### src/rtl/seg7_pkg.sv
// Shared constants and types for the seven-segment frame decoder:
// glyph patterns (active-low a..g), anode one-hot-low codes and FSM states.
package seg7_pkg;

    localparam logic [6:0] GLYPH_0 = 7'b0000001;
    localparam logic [6:0] GLYPH_1 = 7'b1001111;
    localparam logic [6:0] GLYPH_2 = 7'b0010010;
    localparam logic [6:0] GLYPH_3 = 7'b0000110;
    localparam logic [6:0] GLYPH_4 = 7'b1001100;
    localparam logic [6:0] GLYPH_5 = 7'b0100100;
    localparam logic [6:0] GLYPH_6 = 7'b0100000;
    localparam logic [6:0] GLYPH_7 = 7'b0001111;
    localparam logic [6:0] GLYPH_8 = 7'b0000000;
    localparam logic [6:0] GLYPH_9 = 7'b0000100;
    localparam logic [6:0] GLYPH_A = 7'b0001000;
    localparam logic [6:0] GLYPH_B = 7'b1100000;
    localparam logic [6:0] GLYPH_C = 7'b0110001;
    localparam logic [6:0] GLYPH_D = 7'b1000010;
    localparam logic [6:0] GLYPH_E = 7'b0110000;
    localparam logic [6:0] GLYPH_F = 7'b0111000;

    // Entry [i] holds the pattern that displays hex digit i.
    localparam logic [15:0][6:0] GLYPH_TABLE = {
        GLYPH_F, GLYPH_E, GLYPH_D, GLYPH_C, GLYPH_B, GLYPH_A, GLYPH_9, GLYPH_8,
        GLYPH_7, GLYPH_6, GLYPH_5, GLYPH_4, GLYPH_3, GLYPH_2, GLYPH_1, GLYPH_0
    };

    localparam logic [3:0] AN_DIGIT0 = 4'b1110;
    localparam logic [3:0] AN_DIGIT1 = 4'b1101;
    localparam logic [3:0] AN_DIGIT2 = 4'b1011;
    localparam logic [3:0] AN_DIGIT3 = 4'b0111;
    localparam logic [3:0] AN_BLANK  = 4'b1111;
    localparam logic [6:0] SEG_BLANK = 7'b1111111;

    typedef enum logic [1:0] {
        ST_WAIT   = 2'd0,
        ST_SETTLE = 2'd1,
        ST_HOLD   = 2'd2
    } state_t;

    typedef struct packed {
        logic       legal;
        logic [1:0] pos;
    } anode_t;

    function automatic anode_t decode_anode(input logic [3:0] an);
        anode_t r;
        r = '{legal: 1'b1, pos: 2'd0};
        case (an)
            AN_DIGIT0: r.pos = 2'd0;
            AN_DIGIT1: r.pos = 2'd1;
            AN_DIGIT2: r.pos = 2'd2;
            AN_DIGIT3: r.pos = 2'd3;
            default:   r.legal = 1'b0;
        endcase
        return r;
    endfunction

endpackage

### src/rtl/seg7_glyph_decode.sv
// Combinational glyph lookup: a 7-bit active-low pattern becomes a hex
// nibble, with valid low for any pattern outside the glyph table.
module seg7_glyph_decode
    import seg7_pkg::*;
(
    input  logic [6:0] pattern,
    output logic       valid,
    output logic [3:0] nibble
);

    // NOTE: every output gets a default before the search so no path leaves
    // it unassigned; otherwise synthesis would infer a latch.
    always_comb begin
        valid  = 1'b0;
        nibble = 4'h0;
        for (int i = 0; i < 16; i++) begin
            if (pattern == GLYPH_TABLE[i]) begin
                valid  = 1'b1;
                nibble = 4'(i);
            end
        end
    end

endmodule

### src/rtl/seg7_frame_decoder.sv
// Reassembles a multiplexed 4-digit seven-segment display back into a
// 16-bit hex value by sampling each digit once it has been stable long enough.
module seg7_frame_decoder
    import seg7_pkg::*;
#(
    parameter int unsigned SETTLE_CYCLES = 4
) (
    input  logic        clk,
    input  logic        rst,
    input  logic [6:0]  seg_in,
    input  logic [3:0]  an_in,
    output logic [15:0] value,
    output logic        frame_valid,
    output logic        frame_err,
    output logic [3:0]  digit_seen
);

    localparam logic [7:0] SETTLE_TARGET = 8'(SETTLE_CYCLES);

    logic [6:0]       seg_q;
    logic [3:0]       an_q;
    logic [6:0]       trk_seg;
    logic [3:0]       trk_an;
    state_t           state;
    logic [7:0]       settle_cnt;
    logic [3:0][3:0]  slots;
    logic             err_flag;

    anode_t           sample_an;
    logic             same;
    logic [7:0]       cnt_inc;
    logic             capture;
    logic             glyph_valid;
    logic [3:0]       glyph_nibble;
    logic             frame_done;
    logic [3:0]       seen_base;
    logic             err_base;

    seg7_glyph_decode u_glyph (
        .pattern (seg_q),
        .valid   (glyph_valid),
        .nibble  (glyph_nibble)
    );

    // Input pipeline: reset to blank so nothing is captured out of reset.
    always_ff @(posedge clk or negedge rst) begin
        if (!rst) begin
            seg_q <= SEG_BLANK;
            an_q  <= AN_BLANK;
        end else begin
            seg_q <= seg_in;
            an_q  <= an_in;
        end
    end

    // NOTE: combinational logic uses blocking '=', clocked state uses '<='
    // so every register samples values from before the edge.
    always_comb begin
        sample_an = decode_anode(an_q);
        same      = ({an_q, seg_q} == {trk_an, trk_seg});
        cnt_inc   = (settle_cnt == 8'hFF) ? settle_cnt : settle_cnt + 8'd1;
        capture   = (state == ST_SETTLE) && same && (cnt_inc == SETTLE_TARGET);
    end

    always_ff @(posedge clk or negedge rst) begin
        if (!rst) begin
            state      <= ST_WAIT;
            settle_cnt <= 8'd0;
            trk_seg    <= SEG_BLANK;
            trk_an     <= AN_BLANK;
        end else begin
            case (state)
                ST_WAIT: begin
                    if (sample_an.legal) begin
                        state      <= ST_SETTLE;
                        settle_cnt <= 8'd1;
                        trk_seg    <= seg_q;
                        trk_an     <= an_q;
                    end else begin
                        settle_cnt <= 8'd0;
                    end
                end
                ST_SETTLE, ST_HOLD: begin
                    if (same) begin
                        if (state == ST_SETTLE) begin
                            settle_cnt <= cnt_inc;
                            if (capture) state <= ST_HOLD;
                        end
                    end else if (sample_an.legal) begin
                        state      <= ST_SETTLE;
                        settle_cnt <= 8'd1;
                        trk_seg    <= seg_q;
                        trk_an     <= an_q;
                    end else begin
                        state      <= ST_WAIT;
                        settle_cnt <= 8'd0;
                    end
                end
                default: begin
                    state      <= ST_WAIT;
                    settle_cnt <= 8'd0;
                end
            endcase
        end
    end

    // A full frame is retired one cycle after it fills; a capture in that
    // same cycle starts the next frame instead of being lost.
    always_comb begin
        frame_done = (digit_seen == 4'b1111);
        seen_base  = frame_done ? 4'b0000 : digit_seen;
        err_base   = frame_done ? 1'b0    : err_flag;
    end

    // NOTE: the four nibble slots are reset alongside the flags; they are
    // only 16 flops and a clean reset keeps stale digits out of later frames.
    always_ff @(posedge clk or negedge rst) begin
        if (!rst) begin
            value       <= 16'h0000;
            frame_valid <= 1'b0;
            frame_err   <= 1'b0;
            digit_seen  <= 4'b0000;
            err_flag    <= 1'b0;
            slots       <= '0;
        end else begin
            frame_valid <= frame_done && !err_flag;
            frame_err   <= frame_done && err_flag;
            if (frame_done && !err_flag) value <= slots;

            if (capture) begin
                slots[sample_an.pos]      <= glyph_valid ? glyph_nibble : 4'h0;
                digit_seen                <= seen_base | (4'b0001 << sample_an.pos);
                err_flag                  <= err_base | !glyph_valid;
            end else begin
                digit_seen <= seen_base;
                err_flag   <= err_base;
            end
        end
    end

endmodule

### config.mk
export PLATFORM = sky130hd
export DESIGN_NAME = seg7_frame_decoder
export DESIGN_NICKNAME = d
export VERILOG_FILES = /design/src/rtl/seg7_pkg.sv /design/src/rtl/seg7_glyph_decode.sv /design/src/rtl/seg7_frame_decoder.sv
export SDC_FILE = /design/constraint.sdc
export NUM_CORES = 1
export LEC_CHECK = 0
export CORE_ASPECT_RATIO = 0.6
export CORE_MARGIN = 4
export CORE_UTILIZATION = 50
export CTS_CLUSTER_SIZE = 12
export DETAILED_ROUTE_END_ITERATION = 10
export PLACE_DENSITY = 0.74
export SYNTH_ARGS = -nofsm -noshare
export SYNTH_HDL_FRONTEND = slang
export SYNTH_SLANG_ARGS = --single-unit
### constraint.sdc
create_clock -name clk -period 4.9 [get_ports clk]
set_clock_uncertainty 0.2 [all_clocks]
set_input_delay 0.98 -clock clk [delete_from_list [all_inputs] [get_ports clk]]
set_output_delay 0.98 -clock clk [all_outputs]
set_load 0.03 [all_outputs]
; Word level (Yosys, flattened, before mapping)
; Cells that the tools add are included.
[op_classes]
n_addsub = 1
magnitude_cmp = 2
n_eq_ne = 29
n_shift = 1
mux = 58
bitwise = 2
n_reduce_logical = 14
[ops]
columns = operator, n
row1 = 2-to-1 mux 4 bit, 14
row2 = equality test 7 x 6 -> 1 bit (second input constant), 5
row3 = equality test 7 bit (second input constant), 4
row4 = 2-to-1 mux 8 bit, 3
row5 = 2-to-1 mux 1 bit, 22
row6 = bitwise mux 16 bit, 1
row7 = equality test 4 bit (second input constant), 4
row8 = case mux 8 bit (2 select lines), 1
row9 = equality test 7 x 3 -> 1 bit (second input constant), 2
row10 = equality test 7 x 4 -> 1 bit (second input constant), 2
row11 = 2-to-1 mux 7 bit, 2
row12 = case mux 7 bit (2 select lines), 1
row13 = 2-to-1 mux 2 bit, 6
row14 = 2-to-1 mux 3 bit, 4
row15 = equality test 11 bit, 1
row16 = adder 8 x 1 -> 8 bit (second input constant), 1
row17 = demux 4 bit (select 2 bit), 1
row18 = equality test 8 x 3 -> 1 bit (second input constant), 1
row19 = equality test 8 bit (second input constant), 1
row20 = case mux 4 bit (2 select lines), 1
row21 = equality test 7 x 1 -> 1 bit (second input constant), 1
row22 = equality test 7 x 5 -> 1 bit (second input constant), 1
row23 = zero test 7 bit, 1
row24 = inequality test 3 bit (second input constant), 2
row25 = 19 further kinds, 25
[word_totals]
reg_bits = 71
input_bits = 13
out_inout_bits = 22
word_cells = 122

; Depth between registers and ports, before layout
[depth]
ltp_word = 20
depth_mapped = 8
ltp_nobuf = 7

; Hierarchy
; A second synthesis with hierarchy kept.
[hier_totals]
hier_cells = 294
hier_area_um2 = 3500.9
[modules_own_cells]
columns = module, instances, cells_per_inst, area_per_inst_um2
row1 = seg7_frame_decoder, 1, 244, 3168.0
row2 = seg7_glyph_decode, 1, 50, 332.8

; Least setup slack after synthesis
; Ideal clock, no wire load.
[synth_timing]
path_type = register to register
start = reg settle_cnt[0]
end = reg slots[10] (netlist bit)
setup_ns = 0.125
t_arrival_ns = 2.185
setup_slack_ns = 2.390
stages_incl_launch_ff = 7
synth_period_minus_slack_ns = 2.510
path_cell_list = dfrtp_1 -> ha_1 -> nand3_2 -> or4b_4 -> a221oi_4 -> nand4_1 -> mux2_2
[synth_via]
elab_chain_len = 4
[synth_lines]
columns = element, line
row1 = start: declaration, seg7_frame_decoder.sv:25  ; logic [7:0] settle_cnt;
row2 = start signal: assignment, seg7_frame_decoder.sv:86  ; settle_cnt <= cnt_inc;
row3 = adder 8 x 1 -> 8 bit / equality test 8 bit (equally long branches), seg7_frame_decoder.sv:61  ; cnt_inc = (settle_cnt == 8'hFF) ? settle_cnt : settle_cnt + 8'd1;
row4 = 2-to-1 mux 8 bit (*), seg7_frame_decoder.sv:61
row5 = equality test 8 x 3 -> 1 bit (*), seg7_frame_decoder.sv:62  ; capture = (state == ST_SETTLE) && same && (cnt_inc == SETTLE_TARGET);
row6 = logical AND 1 bit (*), seg7_frame_decoder.sv:62
row7 = end signal: indexed assignment, seg7_frame_decoder.sv:131  ; slots[sample_an.pos] <= glyph_valid ? glyph_nibble : 4'h0;
row8 = end: declaration, seg7_frame_decoder.sv:26  ; logic [3:0][3:0] slots;
; Mark *: on every way between the ends. The rest lies on a longest branch, timed or not.
; A chain may end at the register's enable or synchronous reset.

; Worst setup path in the final report
; Same ends and word-level chain as after synthesis.

==> summary.md <==
| Metric | Value |
|---|---|
| Mapped Area | between 3000 and 4000 um^2 |
| Starting Density | 52.7% |
| Yosys warnings | 0 |
| Crit share post-route | 63.5% |
| Pins Over Slew Limit | 0 |
| Worst slew pin tran | about 0.86 ns |
| First-pass GRT wire length | 12.3 mm |
| Leakage Power | 1.75 nW |
| Cts repair resizes | 0 |
| Commonest non-fill, non-tap cell in the layout | dfrtp_1 |
| # IOs | 35 |
| EDFF count, synth | 0 |
| Slew margin rel. | 41.9% |
| Layout cell share with drive strength beyond 1 | 28.1% |
| Most frequent cells in the layout | dfrtp_1 (49), mux2_2 (43), clkdlybuf4s50_1 (33) |
| Total Wirelength | 7.17 mm |
| Avg Cell Area, Syn | ~12 um^2 |
| WL per Instance | 16.7 um |
| Reg clk slew, reported paths | 0.06 ns |
| Pin count of the biggest net entering global routing | between 40 and 50 |
| Seq cells post-synth | 71 |
| HPWL Detailed | 4.93 mm |
| Sequential cell area | around 1800 um^2 |
| Placed Cells | 414 |
| Final Util | 60.9% |
| Antenna Violating Nets Remaining | 0 |
| Final Non-Filler Cells | 429 |
| Synth top area cells | dfrtp_1 (34%), dfstp_2 (16%), mux2_2 (13%), xnor2_1 (2.9%), nand2_1 (2.7%) |
| DR DRC count | 0 |
| Yosys top cell by area | dfrtp_1 |
| Max Fclk | 321 MHz |
| Status | completed |
| Vias/cell | 5.86 |
| Initial DRT Pass Iterations | 4 |
| Tot GR Track Use | 18.1% |
| CP max-delay cell | or4b_4 |
| Dpl ws | 1.83 ns |
| TritonCTS clock tree | done |
| Post-CTS setup buffer count | 0 |
| Yosys cell types | 61 |
| # port buffers | 34 |
| RSZ-0062 raised after global routing | false |
| DR iter-0 viols | 235 |
| Die Ht | 73.8 um |
| Die span in x | 118 um |
| Core area | 6850 um^2 |
| Grt ovf | 0 |
| GPL Wtd Cong | 0.890 |
| Hold Worst Slack | 0.297 ns |
| Async SR Flop Fraction | 100% |
| Final Hold Fails | 0 |
| Period minus WS final | 3.11 ns |
| Worst vdd ir | around 0.32 mV |
| Area delta synth->final | 15.4% |
| Initial antenna violation count | 0 |
| Number of global-route vias before repair | 2391 |
| Clk sinks | 71 |
| Crit path required time | 4.91 ns |
| Final setup viols | 0 |
| Filler Cells Inserted | 564 |
| Crit path DAT | 3.12 ns |
| Max incr delay on CP | 0.52 ns |
| # hold bufs at CTS | 0 |
| Root buf cell | clkbuf_16 |
| Top_reg_cell synth | dfrtp_1 |
| Via count | ~2500 |
| Sequence of cells on the critical path | ha_1 > nand3_2 > or4b_4 > a221oi_4 > nand4_1 > mux2_2 |
| Type of origin of the critical path | flip-flop |
| Clock latency on the worst-skew pair | 0.33 ns |
| Post-synthesis net count | 330 |
| Post-synthesis sequential area ratio | ~50% |
| Die ar. | 8690 um^2 |
| Sum Neg Setup Slack | 0 ns |
| Setup CP Type | flip-flop to flip-flop |
| Final #Nets | 355 |
| PnR worst setup slack | 1.79 ns |
| ANT cells | 0 |
| Max Cap Viol | 0 |
| H-tree depth | 3 |
| Num CTS Buffers | 9 |
| Synth top area share | 33.9% |
| Row cnt | 23 |
| Area occupied by multi-input gates | around 1600 um^2 |
| Pwr/cell area | roughly 360 nW/um^2 |
| Hold Path Class | flip-flop to flip-flop |
| Mapped Cells | around 310 |
| Longest Clk Path Bufs | 2 |
| Crit end category | flip-flop |
| Max FO, Critical Path | 11 |
-- cells in the mapped netlist (4+ instances only) --
library cell and number:
nor2_1 16, nand2b_1 4, nand3_1 6, mux2_2 43, dfstp_2 22, nor3_1 7
nand2_1 26, xnor2_1 12, mux2i_1 4, inv_1 7, a211oi_1 4, o211ai_1 4
buf_6 8, clkbuf_1 9, or4_1 4, a21oi_1 7, o21ai_0 6, dfrtp_1 49
a31oi_1 5, ha_1 4, nand4_1 10
-- metrics by stage --
stage	cell area (um^2)	power (mW)
2_1_floorplan	3610	0.895
3_3_place_gp	3910	0.933
3_5_place_dp	3910	0.943
4_1_cts	4170	1.52
5_1_grt	4170	1.59
6_report	4170	1.51
-- layout make-up --
class	count	area share, %
clock buffers	9	5.40
clock inverters	6	0.930
inverters	7	0.630
multi-input cells	213	38.7
flip-flops and latches	71	43.3
well taps	87	2.61
repair buffers	36	8.40
-- logic make-up (layout without fill, tap and decap cells) --
logic type                 count (synthesis)  in the layout  synth area share [%]
AOI/OAI and AO/OA                         52             52                  10.8
xor gates and xnor gates                  14             14                  3.39
adders and majority gates                  4              4                  1.39
buffers and inverters                     29             58                  5.33
DFF                                       71             71                  49.9
muxes                                     47             47                  14.5
and+or+nand+nor                           96             96                  14.6
-- sequential cells by signal (all words and copies together) (netlist names) --
register,cells
settle_cnt,8
err_flag,1
value,16
frame_valid,1
digit_seen,4
an_q,4
trk_seg,7
state,2
frame_err,1
slots,16
seg_q,7
trk_an,4
-- worst paths after layout --
kind | start | to | slack, ns | depth (start not counted)
max reg2reg | settle_cnt[0]$_DFFE_PN0P_ | slots[10]$_DFFE_PN0P_ | 1.79 | 6
max | settle_cnt[0]$_DFFE_PN0P_ | slots[10]$_DFFE_PN0P_ | 1.79 | 6
max in group asynchronous | rst | seg_q[1]$_DFF_PN1_ | 3.08 | 2
min in group asynchronous | rst | slots[7]$_DFFE_PN0P_ | 0.44 | 1
min | digit_seen[0]$_DFF_PN0_ | digit_seen[0]$_DFF_PN0_ | 0.30 | 2
min reg2reg | digit_seen[0]$_DFF_PN0_ | digit_seen[0]$_DFF_PN0_ | 0.30 | 2
-- worst max-delay path: cells and delay by family (launching register included) --
family,cells,cell delay [ns]
adder cells (fa/ha/maj),1,0.40
multiplexers,1,0.39
AO/OA/AOI/OAI,1,0.46
flip-flops,1,0.51
AND/OR/NAND/NOR,3,1.03
-- layer usage --
layer	vias to the layer above	part of all wire, %	track usage (%)	routed length (um)
met5	-	0	0	0
met1	1228	51	26.4	3680
met2	94	41	24.6	2910
li1	1190	-	-	-
met4	0	0.57	5.84	41
met3	4	7.6	7.08	544
-- power breakdown --
part / total [mW] / switching [mW] / internal, mW
sequential: 0.728 / 0.0555 / 0.673
clock: 0.573 / 0.236 / 0.337
combinational: 0.208 / 0.0987 / 0.109
total: 1.51 / 0.390 / 1.12
Note: power is estimated with default switching activity, not from simulation.
